$ cat src/rtl/sram_bridge_pkg.sv
// Shared constants for the AVR-to-SRAM bridge:
// FSM state encoding and access type.
package sram_bridge_pkg;

    localparam logic [2:0] S_IDLE   = 3'd0;
    localparam logic [2:0] S_SETUP  = 3'd1;
    localparam logic [2:0] S_STROBE = 3'd2;
    localparam logic [2:0] S_HOLD   = 3'd3;
    localparam logic [2:0] S_DONE   = 3'd4;

    typedef enum logic {
        ACC_READ  = 1'b0,
        ACC_WRITE = 1'b1
    } acc_t;

endpackage

$ cat src/rtl/sram_bridge_addr_sreg_counter.sv
// SRAM address register: serial load, manual and
// auto increment with natural wrap.
module addr_sreg_counter
    import sram_bridge_pkg::*;
#(
    parameter int ADDR_W = 21
) (
    input  logic              clk,
    input  logic              rst_n,
    input  logic              hold,
    input  logic              shift_en,
    input  logic              si,
    input  logic              count,
    input  logic              auto_inc,
    output logic [ADDR_W-1:0] addr
);

    // Shift beats a coincident manual count; auto
    // increment comes from DONE, so it ignores hold.
    always_ff @(posedge clk or negedge rst_n) begin
        if (!rst_n) begin
            addr <= '0;
        end else if (!hold && shift_en) begin
            addr <= {addr[ADDR_W-2:0], si};
        end else if (!hold && count) begin
            addr <= addr + ADDR_W'(1);
        end else if (auto_inc) begin
            addr <= addr + ADDR_W'(1);
        end
    end

endmodule

$ cat src/rtl/sram_bridge.sv
// AVR-to-SRAM bus bridge: serial address load,
// strobed read/write cycles, SNES pass-through.
module sram_bridge
    import sram_bridge_pkg::*;
#(
    parameter int ADDR_W      = 21,
    parameter int DATA_W      = 8,
    parameter int WAIT_CYCLES = 2
) (
    input  logic              avr_clk,
    input  logic              avr_reset_n,
    input  logic              avr_sreg_en_n,
    input  logic              avr_si,
    input  logic              avr_counter_n,
    input  logic              avr_auto_inc,
    input  logic              avr_oe_n,
    input  logic              avr_we_n,
    input  logic              avr_snes_mode,
    input  logic [DATA_W-1:0] avr_data_in,
    output logic [DATA_W-1:0] avr_data_out,
    output logic              avr_ready,
    output logic              busy,
    input  logic [ADDR_W-1:0] snes_addr,
    output logic [ADDR_W-1:0] sram_addr,
    input  logic [DATA_W-1:0] sram_data_in,
    output logic [DATA_W-1:0] sram_data_out,
    output logic              sram_data_oe,
    output logic              sram_ce_n,
    output logic              sram_oe_n,
    output logic              sram_we_n
);

    localparam int CNT_W =
        (WAIT_CYCLES > 1) ? $clog2(WAIT_CYCLES) : 1;
    localparam logic [CNT_W-1:0] LAST =
        CNT_W'(WAIT_CYCLES - 1);

    logic [2:0]        state;
    acc_t              acc;
    logic [DATA_W-1:0] wdata;
    logic [CNT_W-1:0]  cnt;
    logic              snes_q;
    logic              oe_q, oe_qq;
    logic              we_q, we_qq;
    logic              cn_q, cn_qq;
    logic              rd_fall, wr_fall, cn_fall;
    logic              idle, snes_on;
    logic [ADDR_W-1:0] addr;

    assign rd_fall = oe_qq & ~oe_q;
    assign wr_fall = we_qq & ~we_q;
    assign cn_fall = cn_qq & ~cn_q;
    assign idle    = (state == S_IDLE);
    assign snes_on = snes_q & idle;

    always_ff @(posedge avr_clk or negedge avr_reset_n) begin
        if (!avr_reset_n) begin
            oe_q  <= 1'b1;
            oe_qq <= 1'b1;
            we_q  <= 1'b1;
            we_qq <= 1'b1;
            cn_q  <= 1'b1;
            cn_qq <= 1'b1;
        end else begin
            oe_q  <= avr_oe_n;
            oe_qq <= oe_q;
            we_q  <= avr_we_n;
            we_qq <= we_q;
            cn_q  <= avr_counter_n;
            cn_qq <= cn_q;
        end
    end

    always_ff @(posedge avr_clk or negedge avr_reset_n) begin
        if (!avr_reset_n) begin
            state        <= S_IDLE;
            acc          <= ACC_READ;
            wdata        <= '0;
            cnt          <= '0;
            snes_q       <= 1'b0;
            avr_data_out <= '0;
        end else begin
            unique case (state)
                S_IDLE: begin
                    snes_q <= avr_snes_mode;
                    if (!snes_q && wr_fall) begin
                        state <= S_SETUP;
                        acc   <= ACC_WRITE;
                        wdata <= avr_data_in;
                    end else if (!snes_q && rd_fall) begin
                        state <= S_SETUP;
                        acc   <= ACC_READ;
                    end
                end
                S_SETUP: begin
                    state <= S_STROBE;
                    cnt   <= '0;
                end
                S_STROBE: begin
                    if (cnt != LAST) begin
                        cnt <= cnt + CNT_W'(1);
                    end else if (acc == ACC_WRITE) begin
                        state <= S_HOLD;
                    end else begin
                        state        <= S_DONE;
                        avr_data_out <= sram_data_in;
                    end
                end
                S_HOLD:  state <= S_DONE;
                S_DONE:  state <= S_IDLE;
                default: state <= S_IDLE;
            endcase
        end
    end

    always_comb begin
        sram_ce_n    = 1'b1;
        sram_oe_n    = 1'b1;
        sram_we_n    = 1'b1;
        sram_data_oe = 1'b0;
        unique case (1'b1)
            snes_on: begin
                sram_ce_n = 1'b0;
                sram_oe_n = 1'b0;
            end
            (state == S_SETUP),
            (state == S_HOLD): begin
                sram_ce_n    = 1'b0;
                sram_data_oe = (acc == ACC_WRITE);
            end
            (state == S_STROBE): begin
                sram_ce_n    = 1'b0;
                sram_data_oe = (acc == ACC_WRITE);
                sram_oe_n    = (acc == ACC_WRITE);
                sram_we_n    = (acc == ACC_READ);
            end
            default: ;
        endcase
    end

    assign sram_data_out = wdata;
    assign sram_addr     = snes_on ? snes_addr : addr;
    assign avr_ready     = (state == S_DONE);
    assign busy          = ~idle;

    addr_sreg_counter #(.ADDR_W(ADDR_W)) u_addr (
        .clk      (avr_clk),
        .rst_n    (avr_reset_n),
        .hold     (~idle | snes_q),
        .shift_en (~avr_sreg_en_n),
        .si       (avr_si),
        .count    (cn_fall),
        .auto_inc ((state == S_DONE) & avr_auto_inc),
        .addr     (addr)
    );

endmodule

$ cat config.mk
export PLATFORM = sky130hd
export DESIGN_NAME = sram_bridge
export DESIGN_NICKNAME = d
export VERILOG_FILES = /design/src/rtl/sram_bridge_pkg.sv /design/src/rtl/sram_bridge_addr_sreg_counter.sv /design/src/rtl/sram_bridge.sv
export SDC_FILE = /design/constraint.sdc
export NUM_CORES = 1
export LEC_CHECK = 0
export CAP_MARGIN = 25
export CORE_MARGIN = 5
export CORE_UTILIZATION = 40
export CTS_BUF_LIST = sky130_fd_sc_hd__clkbuf_8
export DETAILED_ROUTE_END_ITERATION = 7
export PLACE_DENSITY = 0.7
export SLEW_MARGIN = 20
export SYNTH_ARGS = -nofsm -noshare
export SYNTH_HDL_FRONTEND = slang
export SYNTH_SLANG_ARGS = --single-unit
$ cat constraint.sdc
create_clock -name avr_clk -period 2 [get_ports avr_clk]
set_input_delay 0.2 -clock avr_clk [delete_from_list [all_inputs] [get_ports avr_clk]]
set_output_delay 0.2 -clock avr_clk [all_outputs]
set_load 0.03 [all_outputs]
Word-level counts from Yosys, hierarchy flattened --
Cells that the tools add are included.
Cells by class: reduce and logical (&&, ||, !) cells 16, add/subtract/negate cells 2, muxes and demuxes 17, bitwise gates (word level) 12, equal/unequal tests 6
Operators by type and width (count):
- two-way mux 21 bit | 4
- adder 21 x 1 -> 21 bit (second input constant) | 1
- two-way mux 3 bit | 4
- case mux 3 bit (4 select lines) | 1
- == test 3 x 2 -> 1 bit (second input constant) | 2
- two-way mux 1 bit | 6
- inverter 1 bit | 6
- AND reduction 2 bit | 3
- AND 1 bit | 5
- logical AND 1 bit | 4
- case mux 1 bit (2 select lines) | 2
- nonzero test 2 bit | 2
- OR reduction 4 bit | 1
- == test 3 x 1 -> 1 bit (second input constant) | 1
- == test 3 bit (second input constant) | 1
- zero test 3 bit | 1
- != test 3 x 1 -> 1 bit (second input constant) | 1
- AND reduction 3 bit | 1
- nonzero test 3 bit | 1
- OR reduction 3 bit | 1
- zero test 1 bit | 2
- != test 2 bit (second input constant) | 1
- adder 1 bit (second input constant) | 1
- bitwise OR 1 bit | 1
Word-level totals: flip-flop bits (word level) 49, word-level logic and storage cells 66, bits of input ports 46

Depth between registers and ports, before layout --
depth in word-level cells 7, mapped depth 8, gate-level depth less buffers 6

Modules after synthesis --
From an unflattened synthesis, not the netlist that was laid out.
Second synthesis, totals: cell total of the unflattened synthesis 252, area, all modules 2713.9 um2
By module, submodules not included:
- sram_bridge | cells an instance 104, area an instance 1398.8 um2, times used 1
- addr_sreg_counter | cells an instance 148, area an instance 1315.0 um2, times used 1

Least setup slack after synthesis --
OpenSTA, ideal clock, no wires.
kind reg2out, start register state[2], end output port sram_addr[2], path slack 20 ps, required time 1800 ps, cell stages (with the launch flop) 7, data arrival time 1780 ps, path buffers 3, path through dfrtp_1 buf_2 nor3_1 and2_1 buf_2 buf_2 o21ai_0
On the way: cells in the longest elaborated chain, start to end 3
Ends and longest elaborated chain:
- start, declared | line sram_bridge.sv:38 | logic [2:0] state;
- start signal, assigned | line sram_bridge.sv:76 | state <= S_IDLE;
- start signal, assigned | line sram_bridge.sv:87 | state <= S_SETUP;
- start signal, assigned | line sram_bridge.sv:91 | state <= S_SETUP;
- zero test 3 bit | line sram_bridge.sv:53 | assign idle = (state == S_IDLE);
- AND 1 bit | line sram_bridge.sv:54 | assign snes_on = snes_q & idle;
- two-way mux 21 bit | line sram_bridge.sv:142 | assign sram_addr = snes_on ? snes_addr : addr;
- end, declared | line sram_bridge.sv:24 | output logic [ADDR_W-1:0] sram_addr,
Every way passes these cells.

Final worst setup path --
start register state[1], end output port sram_addr[12]
Same word-level chain as after synthesis.

==> impl_metrics.csv <==
group,metric,value,unit
drt,viasPerCell,5.41,
worst_setup_path,cp_data_required_time,1800,ps
clock_network,cts_max_level,2,
synth,synth_area,2720,um2
worst_setup_path,cp_num_buf_inv,2,
floorplanning,ios,89,
pwr,p_int,3.40,mW
sta,clock_skew,2.82,ps
drt,drc_errors,0,
clock_network,cts_tree,"built",
cells_and_area,n_antenna_cell,0,
grt,grt_pass1_vias,2418,
synth,synthTopCellsByArea,"dfrtp_1 (40%), mux2_2 (12%), dfstp_2 (5.8%)",
grt,grt_max_degree,33,
sta,maxSlewHeadroom,0.561,
floorplanning,die_area,8560,um2
pwr,power_density,1630,nW/um2
floorplanning,die_width,92.5,um
synth,syn_nets,318,
worst_setup_path,cp_max_fo,12,
worst_setup_path,cp.depth,5,
cells_and_area,fin_nets,412,
floorplanning,rows,30,
cells_and_area,final.fill_count,608,
cells_and_area,layout-drive-gt1-share,0.268,
worst_setup_path,setup.worst_path.end_class,"output pin",
floorplanning,initial_core_util,0.405,
grt,met2_usage,0.293,
drt,routed_wl,7.03,mm
sta,max_freq,508,MHz
placement,port_buffers,88,
grt,grtUsageMet1,0.214,
placement,globalplace.congestion,0.820,
pwr,p_clk_frac,0.089,
synth,yosys.area_share.xor_xnor,0,
drt,num_vias,2413,
synth,synth-adder-area-share,0.00460,
synth,synthArstFlopShare,1.00,
synth,yosys.area_share.simple,0.201,
synth,ys_ff_latch,49,
synth,synth_edf_count,0,
flow_run,max_cap_viol_count,0,
cells_and_area,postLayoutCoreUtil,0.573,
sta,fin_crit_sh,0.984,
worst_setup_path,reg2regPathDepth,6,
cells_and_area,seq_area,1230,um2
synth,synth_top_family_by_area,"simple AND/OR/NAND/NOR gates",
pwr,pwr-share-comb,0.652,
min_path,min_path_cells,1,
sta,setup_tns,0,ps
drt,wl_per_cell,15.8,um
clock_network,path_clk_slew,80,ps
drt,dr.pass1.iters,4,
drt,drtAntennaViolNets,0,
grt,grt_pass1_wl,12.0,mm
grt,grt.total_usage,0.174,
worst_setup_path,slowest_stage,"dfrtp_1",
floorplanning,coreArea,6720,um2
worst_setup_path,critPathKind,"flop to output pin",
sta,rsz0062_at_grt,"true",
synth,ys_types,53,
synth,yosysSeqAreaShare,0.453,
grt,grt-ovfl-total,0,
synth,yosysTopAreaCellShare,0.395,
cells_and_area,syn2layout_area_growth,41.4,%
sta,setup_viol,0,
pwr,worst_ir_drop_vdd,0.000943,V
synth,synthMuxAreaShare,0.164,
clock_network,root_buffer,"clkbuf_8",
clock_network,clock-sinks,49,
placement,place_hpwl,5.11,mm
sta,final-hold-violation-count,0,
cells_and_area,multi_input_area,1410,um2
synth,yosys_warnings,0,
pwr,switching_share,0.459,
pwr,p_seq_frac,0.259,
floorplanning,die_h,92.5,um
sta,maxSlewViolCount,0,
clock_network,clk_path_buf_depth,2,
worst_setup_path,crit_family,"flip-flops",
synth,synth_compound_area_frac,0.138,
clock_network,insertion_delay,300,ps
worst_setup_path,crit_chain,"nor3_2, and2_4, buf_12, mux2_2, buf_2",
synth,netlist_instances,271,
grt,met3_usage,0.0609,
sta,worst_pin_slew,658,ps
worst_setup_path,cp-start-kind,"flop",
clock_network,cts_buffers,5,
synth,ys.flop_type,"dfrtp_1",
pwr,p_leak,1.65,nW
worst_setup_path,worst_ep_arrival_time,1770,ps
outcome,status,"completed",
synth,synth_top_area_cell,"dfrtp_1",
pwr,switchingPower,2.88,mW
drt,first_iter_violations,105,
synth,avgSynthCellArea,10.0,um2
grt,top_usage_layer,"met2",
min_path,min_path_type,"input pin to flop",
worst_setup_path,cp_slowest_stage_delay,400,ps
sta,min_period,1970,ps
grt,antenna_found_initial,0,
[sequential cells by signal, summed over array words and instances, names as in the netlist]
signal and count:
oe_q 1, cnt 1, u_addr.addr 21, acc 1
avr_data_out 8, snes_q 1, we_qq 1, we_q 1
cn_q 1, cn_qq 1, oe_qq 1, state 3
sram_data_out 8
[synth_stat cells (2+ instances only)]
library cell	n
a21o_1	2
a21oi_1	25
a22oi_1	2
a2bb2oi_1	3
a31oi_1	2
and2_1	2
and3_1	3
buf_2	13
clkbuf_1	5
dfrtp_1	43
dfstp_2	6
inv_1	4
mux2_1	7
mux2_2	29
mux2i_1	4
nand2_1	21
nand2b_1	4
nand3_1	10
nand4_1	6
nor2_1	19
nor2b_1	4
nor3_1	13
nor3b_1	3
nor4_2	2
o211ai_1	2
o21a_1	2
o21ai_0	9
[cells by family (layout without fill, tap and decap cells)]
kind of cell | Yosys count | after routing
DFF | 49 | 49
adders and majority gates | 1 | 1
buffers and inverters | 23 | 118
and+or+nand+nor | 99 | 99
muxes | 40 | 40
AOI/OAI and AO/OA | 59 | 59
[layout make-up]
cell class,count,share of cell area
clock buffers,5,0.0179
clock inverters,3,0.00357
inverters,4,0.00390
multi-input cells,199,0.366
flip-flops and latches,49,0.321
well taps,80,0.0260
repair buffers,106,0.262
[repair_timing]
action	in CTS	in global routing
buffers inserted	1	3
hold endpoints to repair	22	0
pin swaps	2	2
resized for setup	98	34
hold buffers	1	0
setup endpoints to repair	24	23
cloned	1	0
[power groups by stage]
stage,sequential (mW),clock (mW),combinational (mW)
after global placement,1.62,0,3.97
after floorplan,1.90,0,2.21
after detailed placement,1.64,0,4.02
final,1.63,0.560,4.09
after CTS,1.62,0.585,3.99
after global routing,1.69,0.624,4.40
[cells in the final DEF (no fill, tap or decap), types with 9 or more instances in the layout]
cell              n
nor3_1           12
mux2_2           29
a21oi_1          25
nand2_1          21
o21ai_0           9
buf_2            10
nand3_1          10
dfrtp_1          42
nor2_1           18
clkdlybuf4s50_1  60
buf_4            18
[through the flow]
| stage | total power, mW | hold slack [ps] | instances | cell area [um2] | setup WS (ps) |
|---|---|---|---|---|---|
| after floorplan | 4.11 | -95.6 | 271 | 2720 | 20.2 |
| after global placement | 5.59 | 268 | 433 | 3730 | -102 |
| after detailed placement | 5.66 | 269 | 433 | 3730 | -127 |
| after CTS | 6.20 | 286 | 444 | 3780 | -106 |
| after global routing | 6.71 | 285 | 446 | 3850 | -57.8 |
| final | 6.28 | 300 | 446 | 3850 | 32.0 |
[final timing paths]
kind | start | end | slack (ps)
max | state[1] | sram_addr[12] | 30
min | avr_we_n | we_q | 300
max reg2reg | state[1] | u_addr.addr[6] | 170
min reg2reg | oe_q | oe_qq | 370
max in group asynchronous | avr_reset_n | avr_data_out[0] | 980
min in group asynchronous | avr_reset_n | u_addr.addr[19] | 470
[layer usage]
| layer | vias up | share of wire |
|---|---|---|
| met5 | - | 0 |
| met4 | 0 | 0.013 |
| met3 | 11 | 0.087 |
| met2 | 76 | 0.49 |
| met1 | 1148 | 0.41 |
| li1 | 1178 | - |
(Power assumes the default switching activity.)
